**src/rtl/fp_xx.sv**
```systemverilog
// -----------------------------------------------------------------------------
// fp_xx - IEEE-754 binary32 adder/subtractor, round-to-nearest-even, with a
// registered result (one-cycle latency, one operation per cycle).
//
// Ports
//   clk  : system clock, rising-edge active
//   rst  : asynchronous active-low reset; forces c to 0 while low
//   a    : operand A, binary32
//   b    : operand B, binary32
//   op   : 0 = c = a + b, 1 = c = a - b
//   c    : registered binary32 result
//
// Build option
//   FP_XX_DENORM_EN : when defined, subnormal inputs and results are handled
//                     with gradual underflow. When undefined, subnormal inputs
//                     read as signed zero and subnormal results flush to a
//                     signed zero.
// -----------------------------------------------------------------------------
module fp_xx (
  input  logic        clk,
  input  logic        rst,
  input  logic [31:0] a,
  input  logic [31:0] b,
  input  logic        op,
  output logic [31:0] c
);

  localparam logic [31:0] QNAN = 32'h7FC0_0000;

  // Returns the number of leading zeros of a 27-bit value (27 when all zero).
  function automatic logic [4:0] lzc27(input logic [26:0] v);
    lzc27 = 5'd27;
    for (int i = 0; i < 27; i++) begin
      if (v[i]) lzc27 = 5'(26 - i);
    end
  endfunction

  // ---------------------------------------------------------------------------
  // Field extraction and classification
  // ---------------------------------------------------------------------------
  logic        sa, sb_eff;
  logic [7:0]  ea, eb;
  logic [22:0] fa, fb;
  logic        a_nan, b_nan, a_inf, b_inf;

  assign sa     = a[31];
  assign sb_eff = b[31] ^ op;
  assign ea     = a[30:23];
  assign eb     = b[30:23];
  assign fa     = a[22:0];
  assign fb     = b[22:0];

  assign a_nan = (&ea) & (|fa);
  assign b_nan = (&eb) & (|fb);
  assign a_inf = (&ea) & ~(|fa);
  assign b_inf = (&eb) & ~(|fb);

  // Unpacked mantissa (hidden bit explicit) and effective exponent.
  logic [23:0] ma, mb;
  logic [7:0]  xa, xb;

`ifdef FP_XX_DENORM_EN
  // Subnormals carry a 0 hidden bit and behave as if their exponent were 1.
  assign ma = {|ea, fa};
  assign mb = {|eb, fb};
  assign xa = (ea == 8'd0) ? 8'd1 : ea;
  assign xb = (eb == 8'd0) ? 8'd1 : eb;
`else
  // Subnormals are flushed: zero mantissa, zero exponent.
  assign ma = (ea == 8'd0) ? 24'd0 : {1'b1, fa};
  assign mb = (eb == 8'd0) ? 24'd0 : {1'b1, fb};
  assign xa = ea;
  assign xb = eb;
`endif

  // ---------------------------------------------------------------------------
  // Datapath: swap, align, add/subtract, normalize, round, pack
  // ---------------------------------------------------------------------------
  logic        a_big, sub, sl;
  logic [7:0]  el, es, ediff, shamt;
  logic [23:0] ml, msm;
  logic [49:0] ext;
  logic [26:0] aligned, mlx, dif, norm;
  logic [27:0] sum;
  logic [4:0]  lz;
  logic [9:0]  e_n, exp_f;
  logic        mag_zero, rnd_up;
  logic [24:0] rounded;
  logic [22:0] frac;
  logic [31:0] c_d;

  // NOTE: every variable assigned in this block gets a value at the top, so
  // no path can leave one unassigned and infer a latch.
  always_comb begin
    a_big    = 1'b1;
    sl       = 1'b0;
    el       = 8'd0;
    es       = 8'd0;
    ml       = 24'd0;
    msm      = 24'd0;
    ediff    = 8'd0;
    ext      = 50'd0;
    aligned  = 27'd0;
    mlx      = 27'd0;
    sum      = 28'd0;
    dif      = 27'd0;
    lz       = 5'd0;
    shamt    = 8'd0;
    norm     = 27'd0;
    e_n      = 10'd0;
    mag_zero = 1'b0;
    rnd_up   = 1'b0;
    rounded  = 25'd0;
    exp_f    = 10'd0;
    frac     = 23'd0;
    c_d      = 32'd0;

    sub = sa ^ sb_eff;

    // Larger magnitude first: exponent compared before mantissa.
    a_big = ({xa, ma} >= {xb, mb});
    if (a_big) begin
      sl = sa;     el = xa; ml = ma;
      es = xb;     msm = mb;
    end else begin
      sl = sb_eff; el = xb; ml = mb;
      es = xa;     msm = ma;
    end

    // Align: 24 mantissa bits + guard + round + sticky.
    ediff = el - es;
    ext   = {msm, 26'd0} >> ediff;
    if (ediff >= 8'd27) aligned = {26'd0, |msm};
    else                aligned = {ext[49:24], |ext[23:0]};

    mlx = {ml, 3'b000};
    sum = {1'b0, mlx} + {1'b0, aligned};
    dif = mlx - aligned;
    lz  = lzc27(dif);

    if (!sub) begin
      mag_zero = (sum == 28'd0);
      if (sum[27]) begin
        // Carry-out: shift right one, folding the dropped bit into sticky.
        norm = {sum[27:2], sum[1] | sum[0]};
        e_n  = {2'b00, el} + 10'd1;
      end else begin
        norm = sum[26:0];
        e_n  = {2'b00, el};
      end
    end else begin
      mag_zero = (dif == 27'd0);
      // Left shift stops at exponent 1; a leading 0 left over marks a
      // subnormal result. When lz >= 2 the sticky bit is necessarily 0, so
      // shifting it up with the rest is exact.
      if ({3'b000, lz} < el) shamt = {3'b000, lz};
      else if (el != 8'd0)   shamt = el - 8'd1;
      else                   shamt = 8'd0;
      norm = dif << shamt;
      e_n  = {2'b00, el} - {2'b00, shamt};
    end

    // Round to nearest, ties to even.
    rnd_up  = norm[2] & (norm[1] | norm[0] | norm[3]);
    rounded = {1'b0, norm[26:3]} + {24'd0, rnd_up};
    if (rounded[24]) begin
      exp_f = e_n + 10'd1;
      frac  = rounded[23:1];
    end else if (rounded[23]) begin
      // Also covers a subnormal rounding up into the minimum normal.
      exp_f = e_n;
      frac  = rounded[22:0];
    end else begin
      exp_f = 10'd0;
      frac  = rounded[22:0];
    end

    if (a_nan || b_nan)                       c_d = QNAN;
    else if (a_inf && b_inf && (sa != sb_eff)) c_d = QNAN;
    else if (a_inf)                           c_d = {sa, 8'hFF, 23'd0};
    else if (b_inf)                           c_d = {sb_eff, 8'hFF, 23'd0};
    else if (mag_zero)                        c_d = sub ? 32'd0 : {sl, 31'd0};
    else if (exp_f >= 10'd255)                c_d = {sl, 8'hFF, 23'd0};
`ifndef FP_XX_DENORM_EN
    else if (exp_f == 10'd0)                  c_d = {sl, 31'd0};
`endif
    else                                      c_d = {sl, exp_f[7:0], frac};
  end

  // NOTE: state is written with non-blocking assignments so every register
  // samples its D input from before the edge, independent of block order.
  always_ff @(posedge clk or negedge rst) begin
    if (!rst) c <= 32'd0;
    else      c <= c_d;
  end

endmodule

```
**config.mk**
```make
export PLATFORM = sky130hd
export DESIGN_NAME = fp_xx
export DESIGN_NICKNAME = d
export VERILOG_FILES = /design/src/rtl/fp_xx.sv
export SDC_FILE = /design/constraint.sdc
export NUM_CORES = 1
export LEC_CHECK = 0
export ABC_AREA = 1
export BUFFER_PORTS_ARGS = -buffer_cell sky130_fd_sc_hd__buf_2
export CAP_MARGIN = 5
export CORE_ASPECT_RATIO = 2
export CORE_UTILIZATION = 42
export CTS_CLUSTER_SIZE = 12
export DETAILED_ROUTE_END_ITERATION = 12
export HOLD_SLACK_MARGIN = 0.03
export SETUP_SLACK_MARGIN = 0.5
export SLEW_MARGIN = 30
export SYNTH_ARGS = -nofsm -noshare
export SYNTH_HDL_FRONTEND = slang
export SYNTH_SLANG_ARGS = --single-unit
```
**constraint.sdc**
```tcl
create_clock -name clk -period 0.8 [get_ports clk]
set_clock_uncertainty 0.2 [all_clocks]
set_input_delay 0.16 -clock clk [delete_from_list [all_inputs] [get_ports clk]]
set_output_delay 0.16 -clock clk [all_outputs]
set_load 0.02 [all_outputs]
```
Word-level counts from Yosys, hierarchy flattened
Index checks and enable logic that the tools add are counted.
Word-level totals
  input bits: 67
  output and inout port bits: 32
  flip-flop bits (word level): 32
  word-level logic and storage cells: 97
Operators by class
  add/subtract/negate cells: 8
  equal/unequal tests: 1
  shift operators: 2
  bitwise logic cells: 12
  mux-type cells: 54
  order comparisons: 4
  reduce and logical (&&, ||, !) cells: 15
Operators with widths (number)
  $mux 32: 6
  $mux 5: 26
  $mux 24: 4
  $mux 27: 3
  $mux 31: 2
  $shr 50x8->50: 1
  $reduce_or 24->1: 2
  $reduce_or 23->1: 2
  $mux 8: 5
  $ge 32x32->1: 1
  $mux 10: 3
  $add 27x27->28: 1
  $logic_not 28->1: 1
  $logic_not 27->1: 1
  $shl 27x8->27: 1
  $sub 27x27->27: 1
  $add 24x1->25: 1
  $mux 23: 1
  $logic_not 8->1: 2
  $reduce_and 8->1: 2
  $add 10x1->10 const B: 1
  $ge 10x8->1 const B: 1
  $logic_not 10->1: 1
  $add 8x1->9 const B: 1
  15 further kinds: 26

Depth between registers and ports, before layout
  depth in word-level cells: 55
  depth in mapped cells: 109
  mapped depth without buffers: 102

Worst setup path after synthesis
No wires, ideal clock.
  path type: input -> register
  from: input a[24]
  to: register c[6]
  library setup time: 121 ps
  cell stages on the path: 83
  required time: 479 ps
  data arrival time: 10478 ps
  path buffers: 5
  path slack: -9998 ps
  path through: nor4_1 -> nand2_1 -> inv_1 -> clkbuf_1 -> nor2_1 -> ha_1 -> a21oi_1 -> o21a_1 -> nand2_1 -> a21oi_4 -> nand2_4 -> nand2_1 -> nand3_1 -> ha_1 -> nor2_2 -> inv_1 -> or2_1 -> nand2_2 -> [... 47 more ...] -> o21bai_1 -> inv_1 -> nor2_1 -> o21ai_0 -> nand2_1 -> nor2_1 -> o21ai_0 -> nand2_1 -> nor3_1 -> xor2_1 -> nor2_1 -> a21oi_1 -> nand2_1 -> nor2_1 -> nand2_2 -> nand3_2 -> buf_6 -> nor2_1
On the way
  cells in the longest elaborated chain, start to end: 55
  elaborated cells on any way between the ends: 82
  classes of those cells: 8 x add/sub; 4 x order compare; 2 x shift; 51 x mux; 6 x bitwise; 11 x reduce/logical
Ends and longest elaborated chain
  start: declaration: RTL line 22  | input logic [31:0] a,
  branches (longest 54 deep; another with $ge 32x32->1)
  $mux 32 (*): RTL line 178  | if (a_nan || b_nan) c_d = QNAN;
  via c_d[6]: RTL line 90  | logic [31:0] c_d;
  end signal: assignment: RTL line 193  | if (!rst) c <= 32'd0;
  end signal: assignment: RTL line 194  | else c <= c_d;
  end: declaration: RTL line 25  | output logic [31:0] c
Mark *: on every way through the listed nets, which the timed path passes. The select of a mux whose other input is x is not followed.

Worst setup path after layout
  from: input b[30]
  to: register c[5]
On the way
  cells in the longest elaborated chain, start to end: 55
  elaborated cells on any way between the ends: 82
  classes of those cells: 8 x add/sub; 4 x order compare; 2 x shift; 51 x mux; 6 x bitwise; 11 x reduce/logical
Ends and longest elaborated chain
  start: declaration: RTL line 23  | input logic [31:0] b,
  branches (longest 54 deep; another with $ge 32x32->1)
  $mux 32 (*): RTL line 178
  via c_d[5]: RTL line 90
Marked as above.

==> results.tsv <==
metric	value	unit
outcome	complete, but fails checks	
violations	negative hold slack, negative setup slack	
synthesis.nets	2498	
grt_usage	43.1	%
crit_path_frequent_cell	nand2_2	
root_buffer	clkbuf_16	
cts.clk_slew.worst_paths	0.05	ns
drc	0	
fmax	0.0894	GHz
cts_tree	built	
ys_warn_count	0	
nFillCells	2439	
tns	-339.14	ns
synth.area.mux_share	0.0771	%
largest_reg_flops	32	
vias	19900	
setup_violations	64	
synth-async-reset-ratio	100	%
syn_area_per_cell	5.58	um^2
crit_path_end_kind	register	
preCtsSetupSlack	-10.85	ns
path_buf_inv	22	
dp_hpwl	51.1	mm
synth-edff-count	0	
die-area	31700	um^2
grt_pass1_wl	105	mm
gp_congestion	1.06	
maxSlewHeadroom	44.1	%
layout_setup_ws	-10.38	ns
synth-adder-area-share	10.0	%
use_met1	31.9	%
syn2layout_area_growth	75.4	%
final_nets	3365	
ys_seq_elements	32	
peakVddDrop	0.00177	V
rsz0062_at_grt	true	
slew_violations	0	
grt_start_max_net_pins	45	
drt_iter0_markers	1002	
initial_core_util	42.9	%
fin_crit_sh	1400	%
antenna_found_initial	0	
overflow	0	
synth_compound_area_share	13.1	%
startpoint_type	primary input	
critical_path_required	0.83	ns
path_max_fanout	13	
fin_hold_ws	-0.385	ns
dr.pass1.iters	6	
drv_cap	0	
htree_num_levels	2	
grt_use_met2	82.1	%
arrival	11.21	ns
top_register	c	
cts_max_path_buffers	2	
grt_pass1_vias	20600	
rows	90	
routed_wl	70.3	mm
synthSimpleGateAreaFrac	50.7	%
globalRoute.busiestLayer	met2	
num_antenna_cells	0	
slowest_delay	0.34	ns
syn_inst	2328	
design.core.area	30300	um^2
die_y	251	um
clock_sinks	32	
synth_top_family_by_area	simple AND/OR/NAND/NOR gates	
crit_family	simple AND/OR/NAND/NOR gates	
netlist_area	13000	um^2
fin_crit	11.18	ns
cts_buffers	5	
antenna_left	0	
port_buffers	98	
worstMarginPinSlew	0.835	ns
synth.distinct_cells	70	
routedWlPerCell	19.7	um
pin_count	99	
top_regs	c: 32 flops	
path_class	in -> reg	
hold_viol	32	
seq_area_frac_synth	6.17	%
leakagePower	12.3	nW
power.density	2690	nW/um^2
hold_class	in -> async	
crit_path_top_delay_cell	ha_2	
viasPerCell	5.58	
use_met3	8.63	%
drive_gt1_share	45.5	%
synthFlopType	dfrtp_1	
die_x	126	um
synth-xor-area-share	4.95	%
-- cell usage after synthesis (8+ instances only) --
| cell type | n | area share [%] |
|---|---|---|
| clkbuf_8 | 11 | 1.2 |
| nand2_1 | 637 | 18 |
| nor3_1 | 25 | 0.96 |
| inv_1 | 293 | 8.5 |
| nor4_1 | 13 | 0.63 |
| o211ai_1 | 9 | 0.52 |
| nor2_1 | 200 | 5.8 |
| ha_1 | 101 | 9.7 |
| nand2_4 | 13 | 1.1 |
| dfrtp_1 | 32 | 6.2 |
| inv_2 | 14 | 0.40 |
| a21oi_1 | 92 | 3.5 |
| o21bai_1 | 12 | 0.69 |
| nand4_1 | 60 | 2.9 |
| nand3_1 | 360 | 14 |
| buf_2 | 22 | 0.85 |
| clkbuf_1 | 36 | 1.0 |
| xor2_1 | 56 | 3.8 |
| buf_6 | 18 | 1.6 |
| nand3_2 | 26 | 2.0 |
| o22ai_1 | 8 | 0.39 |
| nand2_2 | 34 | 1.6 |
| nor2_2 | 33 | 1.6 |
| o21ai_1 | 10 | 0.39 |
| o21ai_0 | 97 | 3.7 |
-- cell type report --
| type | count | area [um^2] | area share [%] |
|---|---|---|---|
| flip-flops and latches | 32 | 802 | 3.52 |
| well taps | 368 | 460 | 2.02 |
| clock buffers | 7 | 153 | 0.671 |
| inverters | 312 | 1210 | 5.32 |
| multi-input cells | 1886 | 12200 | 53.8 |
| repair buffers | 955 | 7870 | 34.6 |
| repair inverters | 3 | 26.3 | 0.115 |
-- what timing repair did --
item / in CTS / in global routing
hold endpoints to repair: 32 / 32
gates cloned: 18 / 3
buffers inserted: 90 / 41
gates resized for setup: 331 / 162
setup endpoints to repair: 64 / 64
pin swaps: 108 / 94
-- through the flow --
| step | cell area (um^2) | std cells | util, % | total power, W |
|---|---|---|---|---|
| after detailed placement | 19100 | 3404 | 63.1 | 0.0471 |
| after global placement | 19100 | 3404 | 63.1 | 0.0465 |
| after floorplan | 13400 | 2328 | - | 0.0282 |
| after CTS | 21700 | 3519 | 71.5 | 0.0562 |
| final | 22800 | 3563 | 75.1 | 0.0612 |
| after global routing | 22800 | 3563 | 75.1 | 0.0656 |
-- layer usage --
layer / vias up / routed length, um
li1: 9339 / -
met1: 9086 / 19300
met2: 896 / 35900
met3: 557 / 4340
met4: 0 / 10700
met5: - / 0
-- logic make-up after synthesis --
kind of cell               Yosys count
xor gates and xnor gates            67
buffers and inverters              416
DFF                                 32
and+or+nand+nor                   1427
AOI/OAI and AO/OA                  282
adders and majority gates          103
muxes                                1
-- final timing paths --
check                      cells after the start  slack, ns   from               to
max                                           85     -10.38  b[30]   c[5]$_DFF_PN0_
min                                            2      -0.39    rst  c[27]$_DFF_PN0_
max in group asynchronous                      2       0.61    rst  c[23]$_DFF_PN0_
min in group clk                               5       0.24  a[31]  c[31]$_DFF_PN0_
-- power by group --
group | internal, W | leakage, nW | switching, W
Sequential | 0.00247 | 0.385 | 0.000470
Clock | 0.00131 | 0.0760 | 0.000757
Combinational | 0.0257 | 11.8 | 0.0306
Total | 0.0295 | 12.3 | 0.0318
-- cell usage in the layout, fill, tap and decap left out, drive strengths merged, types with 2 or more instances in the layout --
cell type    n
nand3b       5
o21bai      14
inv        313
dfrtp       32
nand4       61
o31ai        4
buf        952
o211ai      10
xnor2        5
nor3        27
o22ai        8
o41ai        2
nor4        14
a31oi        7
nor2       239
a21oi       99
fa           2
a211oi       7
ha         101
clkbuf       9
a32oi        2
or4          2
a221oi       2
and2         3
clkinv       2
a21boi       2
nand2      688
o21a         4
or2          6
nand3      386
xor2        62
o21ai      117
Note: power is estimated with default switching activity, not from simulation.
